`src/rtl/paula_audio_pkg.sv`:
```
// Shared constants, the channel index type and the volume clamp used by the
// Paula audio volume sequencer.
package paula_audio_pkg;

    localparam int NCH       = 4;
    localparam int SAMPW     = 8;
    localparam int VOLW      = 7;
    localparam int VOL_UNITY = 64;
    localparam int VOL_SHIFT = 6;
    // Signed sample times unsigned volume: 8 + 7 bits.
    localparam int PRODW     = SAMPW + VOLW;

    typedef logic [1:0] chan_t;

    // Volumes above unity are treated as unity, which keeps every product
    // within -8192..8128 so the shifted result always fits in 8 bits.
    function automatic logic [VOLW-1:0] clamp_vol(input logic [VOLW-1:0] v);
        if (v > VOLW'(VOL_UNITY)) begin
            return VOLW'(VOL_UNITY);
        end
        return v;
    endfunction

endpackage

```
`src/rtl/paula_audio_rr_arb.sv`:
```
// Combinational 4-way round-robin search: returns the first set request bit
// found when scanning circularly upward from ptr. The parent owns the pointer.
module paula_audio_rr_arb
    import paula_audio_pkg::*;
(
    input  logic [NCH-1:0] req,
    input  chan_t          ptr,
    output logic           gnt_valid,
    output chan_t          gnt_idx
);

    // Scan ptr, ptr+1, ... (mod 4) and keep the first hit.
    always_comb begin
        gnt_valid = 1'b0;
        gnt_idx   = '0;
        for (int k = 0; k < NCH; k++) begin
            if (!gnt_valid && req[ptr + chan_t'(k)]) begin
                gnt_valid = 1'b1;
                gnt_idx   = ptr + chan_t'(k);
            end
        end
    end

endmodule

```
`src/rtl/paula_audio_volume_sequencer.sv`:
```
// Applies per-channel volume to the four Paula audio samples using one shared
// signed 8x7 multiplier. A two-stage pipeline (grant/multiply, writeback)
// advances on every colour-clock tick, servicing one channel per tick.
module paula_audio_volume_sequencer
    import paula_audio_pkg::*;
(
    input  logic             clk,
    input  logic             reset_n,
    input  logic             clk7_en,
    input  logic             cck,
    input  logic [SAMPW-1:0] sample0,
    input  logic [SAMPW-1:0] sample1,
    input  logic [SAMPW-1:0] sample2,
    input  logic [SAMPW-1:0] sample3,
    input  logic [VOLW-1:0]  vol0,
    input  logic [VOLW-1:0]  vol1,
    input  logic [VOLW-1:0]  vol2,
    input  logic [VOLW-1:0]  vol3,
    input  logic [NCH-1:0]   ch_load,
    input  logic             overrun_clr,
    output logic [SAMPW-1:0] osample0,
    output logic [SAMPW-1:0] osample1,
    output logic [SAMPW-1:0] osample2,
    output logic [SAMPW-1:0] osample3,
    output logic             out_strobe,
    output logic [NCH-1:0]   pending,
    output logic [NCH-1:0]   overrun
);

    logic [SAMPW-1:0] sample_in [NCH];
    logic [VOLW-1:0]  vol_in    [NCH];

    logic [SAMPW-1:0] hold_s_q  [NCH];
    logic [VOLW-1:0]  hold_v_q  [NCH];
    logic [NCH-1:0]   pending_q, pending_d;
    logic [NCH-1:0]   overrun_q, overrun_d;
    chan_t            rr_ptr_q;
    logic             mul_valid_q;
    chan_t            mul_ch_q;
    logic signed [PRODW-1:0] prod_q, prod_d;
    logic [SAMPW-1:0] osample_q [NCH];
    logic             out_strobe_q;

    logic             tick;
    logic             grant;
    logic             gnt_valid;
    chan_t            gnt_idx;
    logic [NCH-1:0]   load_mask;
    logic [NCH-1:0]   grant_mask;
    logic [SAMPW-1:0] wb_val;

    assign sample_in[0] = sample0;
    assign sample_in[1] = sample1;
    assign sample_in[2] = sample2;
    assign sample_in[3] = sample3;
    assign vol_in[0]    = vol0;
    assign vol_in[1]    = vol1;
    assign vol_in[2]    = vol2;
    assign vol_in[3]    = vol3;

    paula_audio_rr_arb u_arb (
        .req       (pending_q),
        .ptr       (rr_ptr_q),
        .gnt_valid (gnt_valid),
        .gnt_idx   (gnt_idx)
    );

    // Next-state for pending/overrun and the product of the granted channel.
    // A load on the channel being granted re-arms pending without flagging an
    // overrun, because the old value is consumed by this very grant.
    always_comb begin
        tick       = clk7_en & cck;
        grant      = tick & gnt_valid;
        load_mask  = ch_load & {NCH{clk7_en}};
        grant_mask = grant ? (NCH'(1) << gnt_idx) : '0;

        pending_d  = (pending_q & ~grant_mask) | load_mask;
        overrun_d  = (overrun_q & ~{NCH{overrun_clr}})
                   | (load_mask & pending_q & ~grant_mask);

        prod_d     = $signed({{(PRODW-SAMPW){hold_s_q[gnt_idx][SAMPW-1]}}, hold_s_q[gnt_idx]})
                   * $signed({{(PRODW-VOLW){1'b0}}, hold_v_q[gnt_idx]});

        // Arithmetic shift floors toward minus infinity; the result always
        // fits in 8 bits because volume never exceeds unity.
        wb_val     = SAMPW'(prod_q >>> VOL_SHIFT);
    end

    // Capture loaded samples and clamped volumes into the holding registers.
    always_ff @(posedge clk or negedge reset_n) begin
        if (!reset_n) begin
            for (int i = 0; i < NCH; i++) begin
                hold_s_q[i] <= '0;
                hold_v_q[i] <= '0;
            end
        end else begin
            for (int i = 0; i < NCH; i++) begin
                if (load_mask[i]) begin
                    hold_s_q[i] <= sample_in[i];
                    hold_v_q[i] <= clamp_vol(vol_in[i]);
                end
            end
        end
    end

    // Pending and sticky overrun flags update every clock.
    always_ff @(posedge clk or negedge reset_n) begin
        if (!reset_n) begin
            pending_q <= '0;
            overrun_q <= '0;
        end else begin
            pending_q <= pending_d;
            overrun_q <= overrun_d;
        end
    end

    // Grant/multiply stage: advances only on a tick.
    always_ff @(posedge clk or negedge reset_n) begin
        if (!reset_n) begin
            rr_ptr_q    <= '0;
            mul_valid_q <= 1'b0;
            mul_ch_q    <= '0;
            prod_q      <= '0;
        end else if (tick) begin
            mul_valid_q <= gnt_valid;
            if (gnt_valid) begin
                rr_ptr_q <= gnt_idx + chan_t'(1);
                mul_ch_q <= gnt_idx;
                prod_q   <= prod_d;
            end
        end
    end

    // Writeback stage: update one output on a tick after a grant, pulse strobe.
    always_ff @(posedge clk or negedge reset_n) begin
        if (!reset_n) begin
            for (int i = 0; i < NCH; i++) begin
                osample_q[i] <= '0;
            end
            out_strobe_q <= 1'b0;
        end else begin
            out_strobe_q <= 1'b0;
            if (tick && mul_valid_q) begin
                osample_q[mul_ch_q] <= wb_val;
                out_strobe_q        <= 1'b1;
            end
        end
    end

    assign osample0   = osample_q[0];
    assign osample1   = osample_q[1];
    assign osample2   = osample_q[2];
    assign osample3   = osample_q[3];
    assign out_strobe = out_strobe_q;
    assign pending    = pending_q;
    assign overrun    = overrun_q;

endmodule

```
`config.mk`:
```
export PLATFORM = sky130hd
export DESIGN_NAME = paula_audio_volume_sequencer
export DESIGN_NICKNAME = d
export VERILOG_FILES = /design/src/rtl/paula_audio_pkg.sv /design/src/rtl/paula_audio_rr_arb.sv /design/src/rtl/paula_audio_volume_sequencer.sv
export SDC_FILE = /design/constraint.sdc
export NUM_CORES = 1
export LEC_CHECK = 0
export BUFFER_PORTS_ARGS = -buffer_cell sky130_fd_sc_hd__buf_2
export CAP_MARGIN = 20
export CORE_UTILIZATION = 25
export DETAILED_ROUTE_END_ITERATION = 8
export GPL_TIMING_DRIVEN = 0
export PLACE_DENSITY = 0.53
export SYNTH_ARGS = -nofsm -noshare
export SYNTH_HDL_FRONTEND = slang
export SYNTH_SLANG_ARGS = --single-unit
export TNS_END_PERCENT = 100
```
`constraint.sdc`:
```
create_clock -name clk -period 13.2 [get_ports clk]
set_input_delay 1.98 -clock clk [delete_from_list [all_inputs] [get_ports clk]]
set_output_delay 1.98 -clock clk [all_outputs]
set_load 0.005 [all_outputs]
```
* After elaboration in Yosys (flattened, before gate mapping)
Cells that the tools add are included.
Storage, ports and cells: bits in read-only memories 0, input bits 69, word-level logic and storage cells 101, bits in latches 0, flip-flop bits (word level) 120, bits in writable memories 0, memories kept 0, output and inout bits 41
Operators by class: multipliers 1, muxes and demuxes 43, shift operators 1, reduce and logical (&&, ||, !) cells 9, divide/modulo/power cells 0, bitwise gates (word level) 13, add/subtract/negate cells 4, order comparisons 11, equal/unequal tests 0
Operators with widths (number):
- 2-to-1 mux 7 bit | 10
- bitwise mux 32 bit | 1
- > comparator 7 bit (second input constant) | 4
- 2-to-1 mux 8 bit | 3
- bitwise AND 4 bit | 5
- 2-to-1 mux 1 bit | 17
- binary-select mux 8 bit (select 2 bit) | 1
- demux 8 bit (select 2 bit) | 1
- binary-select mux 7 bit (select 2 bit) | 1
- multiplier 8 x 8 -> 14 bit | 1
- less-than comparator 2 x 3 -> 1 bit (second input constant) | 4
- binary-select mux 1 bit (select 2 bit) | 4
- 2-to-1 mux 2 bit | 4
- NOT 4 bit | 2
- OR 4 bit | 2
- greater-or-equal comparator 3 bit (second input constant) | 2
- NOT 2 -> 3 bit | 2
- logical AND 1 bit | 5
- adder 2 x 1 -> 2 bit (second input constant) | 2
- adder 2 bit (second input constant) | 2
- 2-to-1 mux 4 bit | 1
- left shift 1 x 2 -> 4 bit (first input constant) | 1
- zero test 1 bit | 3
- less-than comparator 3 x 1 -> 1 bit (second input constant) | 1
- other kinds (2) | 3

* Depth between registers and ports, before layout
depth after elaboration 17, gate-level depth with buffers 25, depth with buffers taken out 23

* Hierarchy
From an unflattened synthesis, not the netlist that was laid out.
Unflattened totals: cells, all modules 572, area total of the unflattened synthesis 6729.0 um^2
By module, submodules not included:
- paula_audio_volume_sequencer | area each 6651.4 um^2, sequential area each 2852.7 um^2, cells each 557, instances 1
- paula_audio_rr_arb | area each 77.6 um^2, sequential area each 0.0 um^2, cells each 15, instances 1

* Worst setup path after synthesis
OpenSTA, ideal clock, no wires.
path type flip-flop to flip-flop, from register pending_q[1] (netlist: pending[1]), to register prod_q[13], data required time 13.108 ns, setup slack 7.394 ns, setup time 0.092 ns, arrival time 5.714 ns, period minus slack after synthesis 5.806 ns, cell stages (with the launch flop) 24, path buffers 2, cells stage by stage dfrtp_1 and2b_2 a211oi_4 nor2_4 clkinv_8 clkbuf_1 clkbuf_1 nand2_1 nand3_1 o21ai_0 or2_2 fa_1 inv_1 fa_1 fa_1 inv_1 fa_1 inv_1 ha_1 and3_1 a31oi_4 a211oi_2 o21a_1 o31ai_2
On the way: longest elaborated chain between the ends 17, elaborated cells between the ends (all ways) 31, classes of those cells 1 x mul; 22 x mux; 1 x bitwise; 7 x reduce/logical
RTL lines:
- start, declared | line paula_audio_volume_sequencer.sv:35 | logic [NCH-1:0] pending_q, pending_d;
- start signal, assigned | line paula_audio_volume_sequencer.sv:112 | pending_q <= pending_d;
- binary-select mux 1 bit (select 2 bit) | line paula_audio_rr_arb.sv:17 | if (!gnt_valid && req[ptr + chan_t'(k)]) begin
- 2-to-1 mux 1 bit (implied by the code) | line paula_audio_rr_arb.sv:17
- 2-to-1 mux 1 bit | line paula_audio_rr_arb.sv:17
- zero test 1 bit | line paula_audio_rr_arb.sv:17
- logical AND 1 bit | line paula_audio_rr_arb.sv:17
- 2-to-1 mux 1 bit | line paula_audio_rr_arb.sv:17
- zero test 1 bit | line paula_audio_rr_arb.sv:17
- logical AND 1 bit | line paula_audio_rr_arb.sv:17
- 2-to-1 mux 1 bit | line paula_audio_rr_arb.sv:17
- zero test 1 bit | line paula_audio_rr_arb.sv:17
- logical AND 1 bit | line paula_audio_rr_arb.sv:17
- 2-to-1 mux 2 bit | line paula_audio_rr_arb.sv:17
- NOT 2 -> 3 bit (implied by the code) | line paula_audio_volume_sequencer.sv:81, paula_audio_volume_sequencer.sv:82
- binary-select mux 8 bit (select 2 bit) / binary-select mux 7 bit (select 2 bit) (equally long branches) | line paula_audio_volume_sequencer.sv:81, paula_audio_volume_sequencer.sv:82
- 2-to-1 mux 8 bit (implied by the code) / 2-to-1 mux 7 bit (equally long branches) (2 in a row) | line paula_audio_volume_sequencer.sv:81, paula_audio_volume_sequencer.sv:82
- multiplier 8 x 8 -> 14 bit | line paula_audio_volume_sequencer.sv:82 | * $signed({{(PRODW-VOLW){1'b0}}, hold_v_q[gnt_idx]});
- end signal, assigned | line paula_audio_volume_sequencer.sv:129 | prod_q <= prod_d;
- end, declared | line paula_audio_volume_sequencer.sv:40 | logic signed [PRODW-1:0] prod_q, prod_d;
Several ways; a longest one is shown, not always the timed one. The select of a mux whose other input is x is not followed. A chain may end at the register's enable or synchronous reset.

* Final worst setup path
Ends and elaborated chain as after synthesis.

==> load_flow_metrics.sql <==
INSERT INTO impl_metrics (metric_group, metric, value, unit) VALUES
('grt', 'grt_first_pass_wirelength', '27700', 'um'),
('timing', 'fmaxAchievable', '146', 'MHz'),
('timing', 'layout_worst_path_cycle_share', '52.0', '%'),
('grt', 'grt_antenna_before_repair', '0', ''),
('worst_hold_path', 'hold_path.class', 'reg2reg', ''),
('placed_design', 'placed_area', '7890', 'um^2'),
('cts', 'numCtsBuffers', '17', ''),
('grt', 'overall_global_routing_resource_usage', '12.7', '%'),
('placed_design', 'dpl.hpwl', '12900', 'um'),
('yosys', 'synth.yosys.seq_area_share', '41.5', '%'),
('timing', 'finalMaxSlewViolations', '0', ''),
('yosys', 'ys_dominant_reg_cell', 'dfrtp_1', ''),
('drt', 'drc_errors_left', '0', ''),
('drt', 'vias', '4959', ''),
('timing', 'report.final.setup_viol', '0', ''),
('timing', 'grt_setup_unrepaired', 'false', ''),
('cts', 'cts.clk_slew.worst_paths', '0.06', 'ns'),
('floorplan', 'height_of_the_chip', '168', 'um'),
('yosys', 'post-synth-top-area-fraction', '41.5', '%'),
('grt', 'grt_pass1_vias', '5159', ''),
('yosys', 'ys_warn_count', '0', ''),
('timing', 'sum_of_negative_setup_slack', '0', 'ns'),
('cells_and_area', 'postLayoutCoreUtil', '31.7', '%'),
('cts', 'tritoncts', 'yes', ''),
('setup_path', 'crit_required', '13.53', 'ns'),
('yosys', 'postSynthCellCount', '660', ''),
('cells_and_area', 'fillCellCount', '2784', ''),
('cells_and_area', 'finalNetCount', '928', ''),
('job', 'max_cap_violations', '0', ''),
('cells_and_area', 'synthToLayoutAreaGrowth', '24.1', '%'),
('cells_and_area', 'multi_input_area', '3700', 'um^2'),
('drt', 'dr.first_iter.drc_count', '184', ''),
('cts', 'clock_insertion_delay_worst_skew', '0.41', 'ns'),
('yosys', 'synth_cell_types', '46', ''),
('timing', 'tightestPinTransition', '1.09', 'ns'),
('timing', 'tightest_hold_margin', '0.469', 'ns'),
('cts', 'postCtsSetupRepairBufs', '0', ''),
('yosys', 'synth_nets', '798', ''),
('timing', 'clock_skew', '0.0126', 'ns'),
('cells_and_area', 'final_layout_size_suffix_gt1_share', '30.9', '%'),
('drt', 'wl_per_cell', '14.6', 'um'),
('cts', 'cts_max_path_buffers', '2', ''),
('cells_and_area', 'insertedDiodeCount', '0', ''),
('yosys', 'async_flop_share', '100', '%'),
('placed_design', 'portBuffers', '109', ''),
('yosys', 'synth_enable_flop_cells', '0', ''),
('floorplan', 'floorplan.die.width', '168', 'um'),
('floorplan', 'fp-row-count', '60', ''),
('yosys', 'yosys-top-cells-area', 'dfrtp_1, mux2_2, fa_1, nand2_1, ha_1', ''),
('setup_path', 'cp-start-kind', 'flop', ''),
('floorplan', 'boundaryPins', '110', ''),
('cts', 'cts_repair_resize_count', '0', ''),
('grt', 'globalRoute.totalOverflow', '0', ''),
('floorplan', 'start_util', '25.5', '%'),
('grt', 'maximum_number_of_pins_on_one_net_before_global_route_repair', '94', ''),
('cells_and_area', 'final_cell_area', '8540', 'um^2'),
('cts', 'tritoncts_num_sinks', '114', ''),
('setup_path', 'criticalPathCategory', 'reg2reg', ''),
('floorplan', 'core-area', '27000', 'um^2'),
('yosys', 'synth_seq_cells', '114', ''),
('drt', 'drt_pre_antenna_iters', '4', ''),
('cells_and_area', 'final-seq-area', '2850', 'um^2'),
('yosys', 'synthTopCellsByCount', 'dfrtp_1, nand2_1, mux2_2', ''),
('setup_path', 'setup.worst_path.end_class', 'flop', ''),
('placed_design', 'gp_congestion', '0.755', ''),
('outcome', 'outcome', 'finished clean', ''),
('yosys', 'mappedNetlistArea', '6880', 'um^2'),
('cts', 'clockRootBuffer', 'clkbuf_16', ''),
('timing', 'max_slew_margin', '26.3', '%'),
('timing', 'hold_viol_final', '0', ''),
('yosys', 'netlist.top_cell.by_area', 'dfrtp_1', ''),
('cts', 'htree_num_levels', '4', ''),
('floorplan', 'die_area', '28200', 'um^2'),
('cts', 'postCtsHoldBufs', '0', ''),
('drt', 'final_antenna_net_count', '0', ''),
('yosys', 'syn-mean-instance-area', '10.4', 'um^2'),
('drt', 'vias_per_cell', '4.35', ''),
('timing', 'min_period', '6.86', 'ns'),
('setup_path', 'arrival', '7.18', 'ns'),
('setup_path', 'crit_fanout', '11', ''),
('yosys', 'yosys.cell_count.top_type', 'dfrtp_1', ''),
('drt', 'drt_wl_total', '16700', 'um');
routing by layer:
layer / vias up / track usage (%) / share of wire (%)
li1: 2419 / - / -
met1: 2393 / 17.3 / 49
met4: 0 / 4.07 / 1.5
met5: - / 0 / 0
met3: 14 / 2.70 / 4.7
met2: 133 / 20.0 / 45
path summary, 6_finish.rpt:
kind | startpoint | to | slack [ns] | cells past startpoint
max | pending[1]$_DFF_PN0_ | prod_q[13]$_DFFE_PN0P_ | 6.34 | 23
min | mul_valid_q$_DFFE_PN0P_ | mul_valid_q$_DFFE_PN0P_ | 0.47 | 2
max reg2reg | pending[1]$_DFF_PN0_ | prod_q[13]$_DFFE_PN0P_ | 6.34 | 23
min reg2reg | mul_valid_q$_DFFE_PN0P_ | mul_valid_q$_DFFE_PN0P_ | 0.47 | 2
max in group asynchronous | reset_n | hold_v_q[23]$_DFFE_PN0P_ | 11.02 | 2
min in group asynchronous | reset_n | osample3[2]$_DFFE_PN0P_ | 1.41 | 1
registers in the layout, indices dropped and copies added (netlist names):
| name | flops |
|---|---|
| hold_v_q | 28 |
| mul_valid_q | 1 |
| pending | 4 |
| prod_q | 8 |
| mul_ch_q | 2 |
| rr_ptr_q | 2 |
| osample1 | 8 |
| hold_s_q | 32 |
| overrun | 4 |
| osample0 | 8 |
| osample2 | 8 |
| out_strobe | 1 |
| osample3 | 8 |
stage by stage:
step                      setup slack (ns)  instances
after floorplan                       7.39        660
after global placement                6.31       1110
after detailed placement              6.33       1112
after CTS                             6.30       1141
after global routing                  5.98       1141
final                                 6.34       1141
cells in the final DEF, fill, tap and decap left out, drive strengths merged, types with 3 or more instances in the layout:
cell / instances
mux2: 73
a21oi: 4
fa: 40
a31oi: 3
o21ai: 45
inv: 65
nand2b: 27
nand3: 15
o31ai: 4
bufinv: 6
or2: 20
o22ai: 5
dfrtp: 114
nor2: 45
xor2: 3
nor3: 5
clkinv: 4
clkbuf: 34
a211oi: 3
nand2: 108
buf: 114
mux2i: 8
ha: 29
xnor2: 8
final cells by class:
cell class,count,area share [%]
multi-input cells,463,43.3
flip-flops and latches,114,33.4
repair buffers,111,6.84
clock buffers,19,5.19
well taps,341,4.99
inverters,65,3.00
clock inverters,10,2.43
plain buffers,18,0.806
logic make-up (layout without fill, tap and decap cells):
group                    count (synthesis)  after routing  share of synthesized area, %
AND/OR/NAND/NOR                        229            229                          15.1
AO/OA/AOI/OAI                           73             73                          7.24
buffers and inverters                   83            223                          4.73
multiplexers                            81             81                          13.2
adder cells (fa/ha/maj)                 69             69                          16.9
XOR/XNOR                                11             11                          1.40
flip-flops                             114            114                          41.5
worst max-delay path, stage by stage, from the launching register on:
cell	delay, ns
dfrtp_1	0.43
and2b_2	0.27
a211oi_4	0.30
nor2_4	0.13
clkinv_8	0.10
clkbuf_1	0.42
clkbuf_1	0.58
nand2_1	0.12
nand3_1	0.13
o21ai_0	0.40
or2_2	0.46
fa_1	0.47
fa_1	0.50
inv_1	0.05
fa_1	0.47
inv_1	0.05
fa_1	0.52
inv_1	0.04
ha_1	0.33
and3_1	0.23
a31oi_4	0.26
a211oi_2	0.13
o21a_1	0.19
o31ai_2	0.20
Power is not shown: default switching activity piles up to over one toggle a cycle in this logic, so the estimate is an artifact.
